--- config.mk ---
export PLATFORM = sky130hd
export DESIGN_NAME = gcd_unit
export DESIGN_NICKNAME = d
export VERILOG_FILES = /design/src/rtl/gcd_unit.sv
export SDC_FILE = /design/constraint.sdc
export NUM_CORES = 1
export LEC_CHECK = 0
export BUFFER_PORTS_ARGS = -buffer_cell sky130_fd_sc_hd__buf_2
export CAP_MARGIN = 20
export CORE_UTILIZATION = 40
export CTS_CLUSTER_DIAMETER = 80
export CTS_CLUSTER_SIZE = 20
export DETAILED_ROUTE_END_ITERATION = 8
export GPL_TIMING_DRIVEN = 0
export PLACE_DENSITY_LB_ADDON = 0.12
export SKIP_LAST_GASP = 1
export SYNTH_ARGS = -nofsm -noshare
export SYNTH_HDL_FRONTEND = slang
export SYNTH_SLANG_ARGS = --single-unit
--- constraint.sdc ---
create_clock -name clk -period 3 [get_ports clk]
set_input_delay 0.75 -clock clk [delete_from_list [all_inputs] [get_ports clk]]
set_output_delay 0.75 -clock clk [all_outputs]
set_load 0.005 [all_outputs]
--- src/rtl/gcd_unit.sv ---
// ---------------------------------------------------------------------------
// gcd_unit -- iterative binary (Stein) greatest-common-divisor engine.
//
// One operand pair is accepted in IDLE. REDUCE then applies one rule per
// clock. DONE holds the result until the consumer takes it.
//
// Ports
//   clk        sole clock; all state changes on the rising edge
//   rst        synchronous, active-high reset
//   in_valid   operand pair a_in/b_in presented
//   in_ready   unit accepts an operand pair this cycle (state IDLE)
//   a_in,b_in  unsigned operands, WIDTH bits
//   out_valid  gcd_out holds a valid result (state DONE)
//   out_ready  consumer accepts the result this cycle
//   gcd_out    greatest common divisor of the accepted pair
//   busy       high while in state REDUCE
//   cycles     (only with GCD_UNIT_CYCLE_COUNT_EN) REDUCE cycles used by the
//              most recent operation, saturating at 16'hFFFF
//
// Optional feature macro: GCD_UNIT_CYCLE_COUNT_EN
// ---------------------------------------------------------------------------
module gcd_unit #(
    parameter int WIDTH = 32,
    parameter int KW    = $clog2(WIDTH) + 1
) (
    input  logic             clk,
    input  logic             rst,
    input  logic             in_valid,
    output logic             in_ready,
    input  logic [WIDTH-1:0] a_in,
    input  logic [WIDTH-1:0] b_in,
    output logic             out_valid,
    input  logic             out_ready,
    output logic [WIDTH-1:0] gcd_out,
    output logic             busy
`ifdef GCD_UNIT_CYCLE_COUNT_EN
    ,
    output logic [15:0]      cycles
`endif
);

    typedef enum logic [1:0] {
        IDLE   = 2'd0,
        REDUCE = 2'd1,
        DONE   = 2'd2
    } state_t;

    state_t           state_reg;
    logic [WIDTH-1:0] a_reg;
    logic [WIDTH-1:0] b_reg;
    logic [KW-1:0]    k_reg;
    logic [WIDTH-1:0] gcd_reg;
    logic             in_ready_reg;
    logic             out_valid_reg;
    logic             busy_reg;

    // Status flags are kept as flops that always change together with
    // state_reg, so they are glitch-free decodes of the current state.
    always_ff @(posedge clk) begin
        if (rst) begin
            state_reg     <= IDLE;
            a_reg         <= '0;
            b_reg         <= '0;
            k_reg         <= '0;
            gcd_reg       <= '0;
            in_ready_reg  <= 1'b1;
            out_valid_reg <= 1'b0;
            busy_reg      <= 1'b0;
        end else begin
            case (state_reg)
                IDLE: begin
                    if (in_valid) begin
                        a_reg        <= a_in;
                        b_reg        <= b_in;
                        k_reg        <= '0;
                        state_reg    <= REDUCE;
                        in_ready_reg <= 1'b0;
                        busy_reg     <= 1'b1;
                    end
                end
                REDUCE: begin
                    if (a_reg == '0 || b_reg == '0) begin
                        // One operand exhausted: the other one, times the
                        // common power of two stripped earlier, is the GCD.
                        gcd_reg       <= (a_reg | b_reg) << k_reg;
                        state_reg     <= DONE;
                        busy_reg      <= 1'b0;
                        out_valid_reg <= 1'b1;
                    end else if (!a_reg[0] && !b_reg[0]) begin
                        a_reg <= a_reg >> 1;
                        b_reg <= b_reg >> 1;
                        k_reg <= k_reg + 1'b1;
                    end else if (!a_reg[0]) begin
                        a_reg <= a_reg >> 1;
                    end else if (!b_reg[0]) begin
                        b_reg <= b_reg >> 1;
                    end else if (a_reg >= b_reg) begin
                        // Difference of two odd values is even, so the
                        // halving is folded into the same cycle.
                        a_reg <= (a_reg - b_reg) >> 1;
                    end else begin
                        b_reg <= (b_reg - a_reg) >> 1;
                    end
                end
                DONE: begin
                    if (out_ready) begin
                        state_reg     <= IDLE;
                        out_valid_reg <= 1'b0;
                        in_ready_reg  <= 1'b1;
                    end
                end
                default: begin
                    state_reg     <= IDLE;
                    in_ready_reg  <= 1'b1;
                    out_valid_reg <= 1'b0;
                    busy_reg      <= 1'b0;
                end
            endcase
        end
    end

    assign in_ready  = in_ready_reg;
    assign out_valid = out_valid_reg;
    assign busy      = busy_reg;
    assign gcd_out   = gcd_reg;

`ifdef GCD_UNIT_CYCLE_COUNT_EN
    logic [15:0] cycles_reg;

    // Counts every REDUCE cycle including the terminating one; cleared when
    // a new pair is accepted and otherwise held.
    always_ff @(posedge clk) begin
        if (rst) begin
            cycles_reg <= '0;
        end else if (state_reg == IDLE && in_valid) begin
            cycles_reg <= '0;
        end else if (state_reg == REDUCE && cycles_reg != 16'hFFFF) begin
            cycles_reg <= cycles_reg + 16'd1;
        end
    end

    assign cycles = cycles_reg;
`endif

endmodule

# [After elaboration in Yosys (flattened, before gate mapping)]
# Cells that the tools add are included.
[classes] eq_ne=11 reduce_logical=18 bitwise_logic=4 addsub=3 order_cmp=1 n_shift=1 mux=31
[ops] cell="$mux W32" count=12
[ops] cell="$pmux W32 S2" count=2
[ops] cell="$logic_not A32 Y1" count=2
[ops] cell="$sub A32 B32 Y32" count=2
[ops] cell="$ge A32 B32 Y1" count=1
[ops] cell="$or A32 B32 Y32" count=1
[ops] cell="$shl A32 B6 Y32" count=1
[ops] cell="$mux W6" count=3
[ops] cell="$reduce_and A3 Y1" count=5
[ops] cell="$ne A4 B4 Y1 const B" count=3
[ops] cell="$pmux W6 S2" count=1
[ops] cell="$ne A2 B2 Y1 const B" count=5
[ops] cell="$reduce_and A5 Y1" count=2
[ops] cell="$pmux W1 S3" count=3
[ops] cell="$reduce_and A4 Y1" count=2
[ops] cell="$add A6 B1 Y6 const B" count=1
[ops] cell="$mux W1" count=6
[ops] cell="$mux W2" count=3
[ops] cell="$pmux W2 S3" count=1
[ops] cell="$ne A3 B3 Y1 const B" count=1
[ops] cell="$not A1 Y1" count=3
[ops] cell="$eq A2 B1 Y1 const B" count=1
[ops] cell="$eq A2 B2 Y1 const B" count=1
[ops] cell="$logic_not A1 Y1" count=2
[ops] cell="other kinds (5)" count=5
[word_totals] inputBits=68 register_bits=107 word_cells=79 out_inout_bits=35

# [Depth between registers and ports, before layout]
[depth] depth_word=7 ltp_mapped=14 mapped_depth_nobuf=12

# [Least setup slack after synthesis]
# No wires, ideal clock.
[synth_timing] path_kind="reg-to-reg" from="reg a_reg[0]" to="reg a_reg[25]" setup_ps=139 arrival_time_ps=3128 path_stages_with_launch=15 setup_slack_ps=-267 period_less_slack_ps=3267 required_ps=2861 path_buffers=2 cell_sequence="dfxtp_1 inv_1 ha_1 fa_1 o21ba_1 or4_4 a21boi_2 o21ai_2 a21oi_4 nor2_4 a311o_1 buf_2 buf_6 a221oi_1 a221oi_1"
[synth_between] elab_chain_cells=7 word_cells_on_any_way=16 cone_classes="1 x add/sub; 1 x order compare; 3 x eq/ne; 6 x mux; 5 x reduce/logical"
[synth_lines] item="start: declaration" line="49" source="logic [WIDTH-1:0] a_reg;"
[synth_lines] item="start signal: assignment" line="73" source="a_reg <= a_in;"
[synth_lines] item="start signal: assignment" line="90" source="a_reg <= a_reg >> 1;"
[synth_lines] item="start signal: assignment" line="94" source="a_reg <= a_reg >> 1;"
[synth_lines] item="$sub A32 B32 Y32" line="100" source="a_reg <= (a_reg - b_reg) >> 1;"
[synth_lines] item="$mux W32" line="97" source="end else if (a_reg >= b_reg) begin"
[synth_lines] item="$mux W32" line="95" source="end else if (!b_reg[0]) begin"
[synth_lines] item="$mux W32" line="93" source="end else if (!a_reg[0]) begin"
[synth_lines] item="$mux W32" line="89" source="end else if (!a_reg[0] && !b_reg[0]) begin"
[synth_lines] item="$mux W32" line="82" source="if (a_reg == '0 || b_reg == '0) begin"
[synth_lines] item="$pmux W32 S2" line="70" source="case (state_reg)"
# Several ways; a longest one is shown, not always the timed one. The select of a mux whose other input is x is not followed.
# A chain may end at the register's enable or synchronous reset.

# [Worst setup path in the final report]
[layout_timing] from="reg a_reg[0]" to="reg b_reg[17]"
[layout_between] elab_chain_cells=7 word_cells_on_any_way=16 cone_classes="1 x add/sub; 1 x order compare; 3 x eq/ne; 6 x mux; 5 x reduce/logical"
[layout_lines] item="$sub A32 B32 Y32" line="102" source="b_reg <= (b_reg - a_reg) >> 1;"
[layout_lines] item="$mux W32" line="97"
[layout_lines] item="$mux W32" line="95"
[layout_lines] item="$mux W32" line="93"
[layout_lines] item="$mux W32" line="89"
[layout_lines] item="$mux W32" line="82"
[layout_lines] item="$pmux W32 S2" line="70"
[layout_lines] item="end signal: assignment" line="74" source="b_reg <= b_in;"
[layout_lines] item="end signal: assignment" line="91" source="b_reg <= b_reg >> 1;"
[layout_lines] item="end signal: assignment" line="96" source="b_reg <= b_reg >> 1;"
[layout_lines] item="end: declaration" line="50" source="logic [WIDTH-1:0] b_reg;"
# Several ways; a longest one is shown, not always the timed one. The select of a mux whose other input is x is not followed.

==> flow_summary_export.csv <==
group,metric,value,unit
status,status,"finished, violations left",
status,violations,"setup timing",
sta,fin_tns_setup,-18190,ps
clock_tree,cts_inserted_buffers,9,
floorplan,rows,59,
power_and_ir_drop,combPwrFrac,67.5,%
worst_setup_path,worstSetupPathType,"flop to flop",
worst_setup_path,startpoint_type,"flop",
worst_setup_path,arrival,3620,ps
sta,fmax,297.1,MHz
yosys,ys_seq_elements,107,
cells_and_area,fillers,2425,
clock_tree,cts.sinks,107,
power_and_ir_drop,p_per_area,629.3,mW/mm^2
sta,slew_viol_final,0,
power_and_ir_drop,p_leak,5.746,nW
worst_setup_path,cp.required,3260,ps
grt,gr-total-overflow,0,
sta,setup_ws,-366.2,ps
placement,globalplace.congestion,0.9721,
cells_and_area,syn2layout_area_growth,40.22,%
yosys,synth_nets,1557,
cells_and_area,layout_commonest_cell,"nor2_1",
placement,place_ws,-1351,ps
yosys,syn_inst,1390,
detailed_routing,drc,0,
yosys,netlist-cell-type-count,83,
power_and_ir_drop,peakVddDrop,351.5,uV
grt,grt_first_pass_wirelength,70950,microns
clock_tree,cts_hold_buf,0,
cells_and_area,antenna_cells,0,
grt,grt_max_degree,23,
yosys,syn_area_per_cell,7.645,sq um
power_and_ir_drop,clkPwrFrac,14.2,%
yosys,synth_edf_count,0,
clock_tree,clk_pin_slew_worst_paths,90,ps
placement,dpl.hpwl,36090,microns
sta,period_minus_slack,3366,ps
detailed_routing,drtAntennaViolNets,0,
run,max_cap_violations,0,
detailed_routing,drt-total-wl,49570,microns
power_and_ir_drop,power,9.376,mW
sta,hold_violations,0,
yosys,synth_top_area_cell,"dfxtp_1",
power_and_ir_drop,p_sw,4.494,mW
floorplan,dieArea,0.02722,sq mm
sta,post-route-period-util,112.2,%
sta,slew-limit-headroom,33.92,%
sta,finalClockSkew,13.52,ps
clock_tree,htreeDepth,3,
yosys,ys_async_sr_fraction,0,%
yosys,seq_area_frac_synth,20.16,%
detailed_routing,firstDrtPassIters,6,
sta,rsz0062_at_grt,"yes",
clock_tree,clockBufferDepth,2,
placement,port-buffer-count,101,
sta,worst_pin_slew,991.2,ps
detailed_routing,drtIter0Drc,1155,
clock_tree,cts_root_buf,"clkbuf_16",
floorplan,num_io_pins,103,
detailed_routing,vias,12368,
min_path,min_path_type,"flop to flop",
yosys,netlist_area,0.01063,sq mm
clock_tree,cts_tree,"done",
grt,grt_use_total,35.16,%
power_and_ir_drop,p_sw_share,47.92,%
floorplan,fp.dieW,165.0,microns
worst_setup_path,critical_path.endpoint_type,"flop",
grt,antenna_found_initial,0,
detailed_routing,wire_per_inst,25.15,microns
floorplan,core-area,0.02606,sq mm
sta,finalSetupViolations,64,
cells_and_area,final_cell_mix,"nor2_1, a21oi_1, nand2_1",
cells_and_area,drive_gt1_share,35.15,%
placement,dp.cells,1826,
power_and_ir_drop,power_frac_seq,18.3,%
yosys,synth_area_leaders,"dfxtp_1, ha_1, a21oi_1",
cells_and_area,final_util,57.18,%
clock_tree,insertion_delay,380,ps
cells_and_area,fin_nets,1798,
detailed_routing,vias_per_cell,6.275,
cells_and_area,stdcell_count,1971,
grt,grt_pass1_vias,11389,
power_and_ir_drop,power.internal,4.883,mW
floorplan,start_util,40.78,%
yosys,synth_top_area_share,20.16,%
worst_setup_path,critPathMaxFanout,6,
yosys,yosysWarnings,0,
yosys,synth-main-ff-cell,"dfxtp_1",
floorplan,die_h,165.0,microns
[layer usage]
layer | vias to the layer above | GRT usage, % | part of all wire (%)
met4 | 0 | 13.09 | 3.7
met5 | - | 0 | 0
met2 | 652 | 54.32 | 44
li1 | 5591 | - | -
met1 | 6018 | 47.85 | 43
met3 | 107 | 7.057 | 9.2
[per-stage QoR]
| stage | cell area (sq um) | hold WS [ps] |
|---|---|---|
| 3_5_place_dp | 11610 | 459.0 |
| 4_1_cts | 13650 | 471.4 |
| 5_1_grt | 14900 | 490.1 |
| 6_report | 14900 | 475.4 |
| 2_1_floorplan | 10680 | 452.7 |
| 3_3_place_gp | 11600 | 454.6 |
[layout make-up]
type | instances | area (sq um) | area share [%]
Timing Repair Buffer | 236 | 1743 | 11.70
Tap cell | 335 | 419.2 | 2.813
Multi-Input combinational cell | 1078 | 9087 | 60.99
Clock buffer | 9 | 225.2 | 1.511
Clock inverter | 7 | 91.34 | 0.6130
Buffer | 90 | 643.1 | 4.316
Sequential cell | 107 | 2261 | 15.17
Inverter | 109 | 430.4 | 2.889
[cell families after synthesis]
logic type	after synthesis	synth area share (%)
XOR/XNOR	59	4.863
buffers and inverters	205	7.665
adder cells (fa/ha/maj)	99	11.80
AO/OA/AOI/OAI	463	30.48
AND/OR/NAND/NOR	403	18.04
multiplexers	54	6.994
flip-flops	107	20.16
[Yosys cell counts, drive strengths merged, types with 8 or more instances]
library cell and count:
o21ai 64, ha 97, o22ai 13, xnor2 50
inv 107, nor2b 20, a21oi 124, mux2i 27
dfxtp 107, nand3 10, a22oi 29, o41ai 12
mux2 12, mux4 15, nand2 117, nor3 32
nor2 128, a21o 12, a2111oi 9, xor2 9
a221o 21, o21bai 14, nor4 21, o221ai 21
clkbuf 64, a221oi 21, o211ai 48, a211oi 26
buf 32, nand2b 15, or3 22, o31ai 8
[critical path, cell delays in order (launching register included)]
cell and delay [ps]:
dfxtp_4 380, inv_6 40, ha_4 160, fa_2 360
o21ba_4 210, or4_4 440, a21boi_4 200, o21ai_4 100
a21oi_4 200, nor2_4 90, buf_6 140, o31a_1 330
buf_8 190, or3_4 320, o41ai_2 70
[timing repair]
action	in CTS	in global routing
pin swaps	65	81
gates cloned	7	2
gates resized for setup	265	183
setup buffers	68	61
setup endpoints to repair	101	101
[worst paths after layout]
path | start | end | slack [ps] | cells past startpoint
setup / recovery | a_reg[0]$_SDFFE_PP0P_ | b_reg[17]$_SDFFE_PP0P_ | -370 | 14
hold / removal | gcd_out[4]$_SDFFE_PP0P_ | gcd_out[4]$_SDFFE_PP0P_ | 480 | 2
setup reg to reg | a_reg[0]$_SDFFE_PP0P_ | b_reg[17]$_SDFFE_PP0P_ | -370 | 14
hold reg to reg | gcd_out[4]$_SDFFE_PP0P_ | gcd_out[4]$_SDFFE_PP0P_ | 480 | 2
[power by group through the flow]
stage	Sequential, mW	Clock (mW)	Combinational (mW)
CTS	1.70	1.33	5.43
floorplan	1.67	0	3.01
global placement	1.74	0	4.31
global route	1.73	1.38	6.62
detailed placement	1.74	0	4.30
finish	1.72	1.33	6.33
Power figures use the tool's default switching activity.
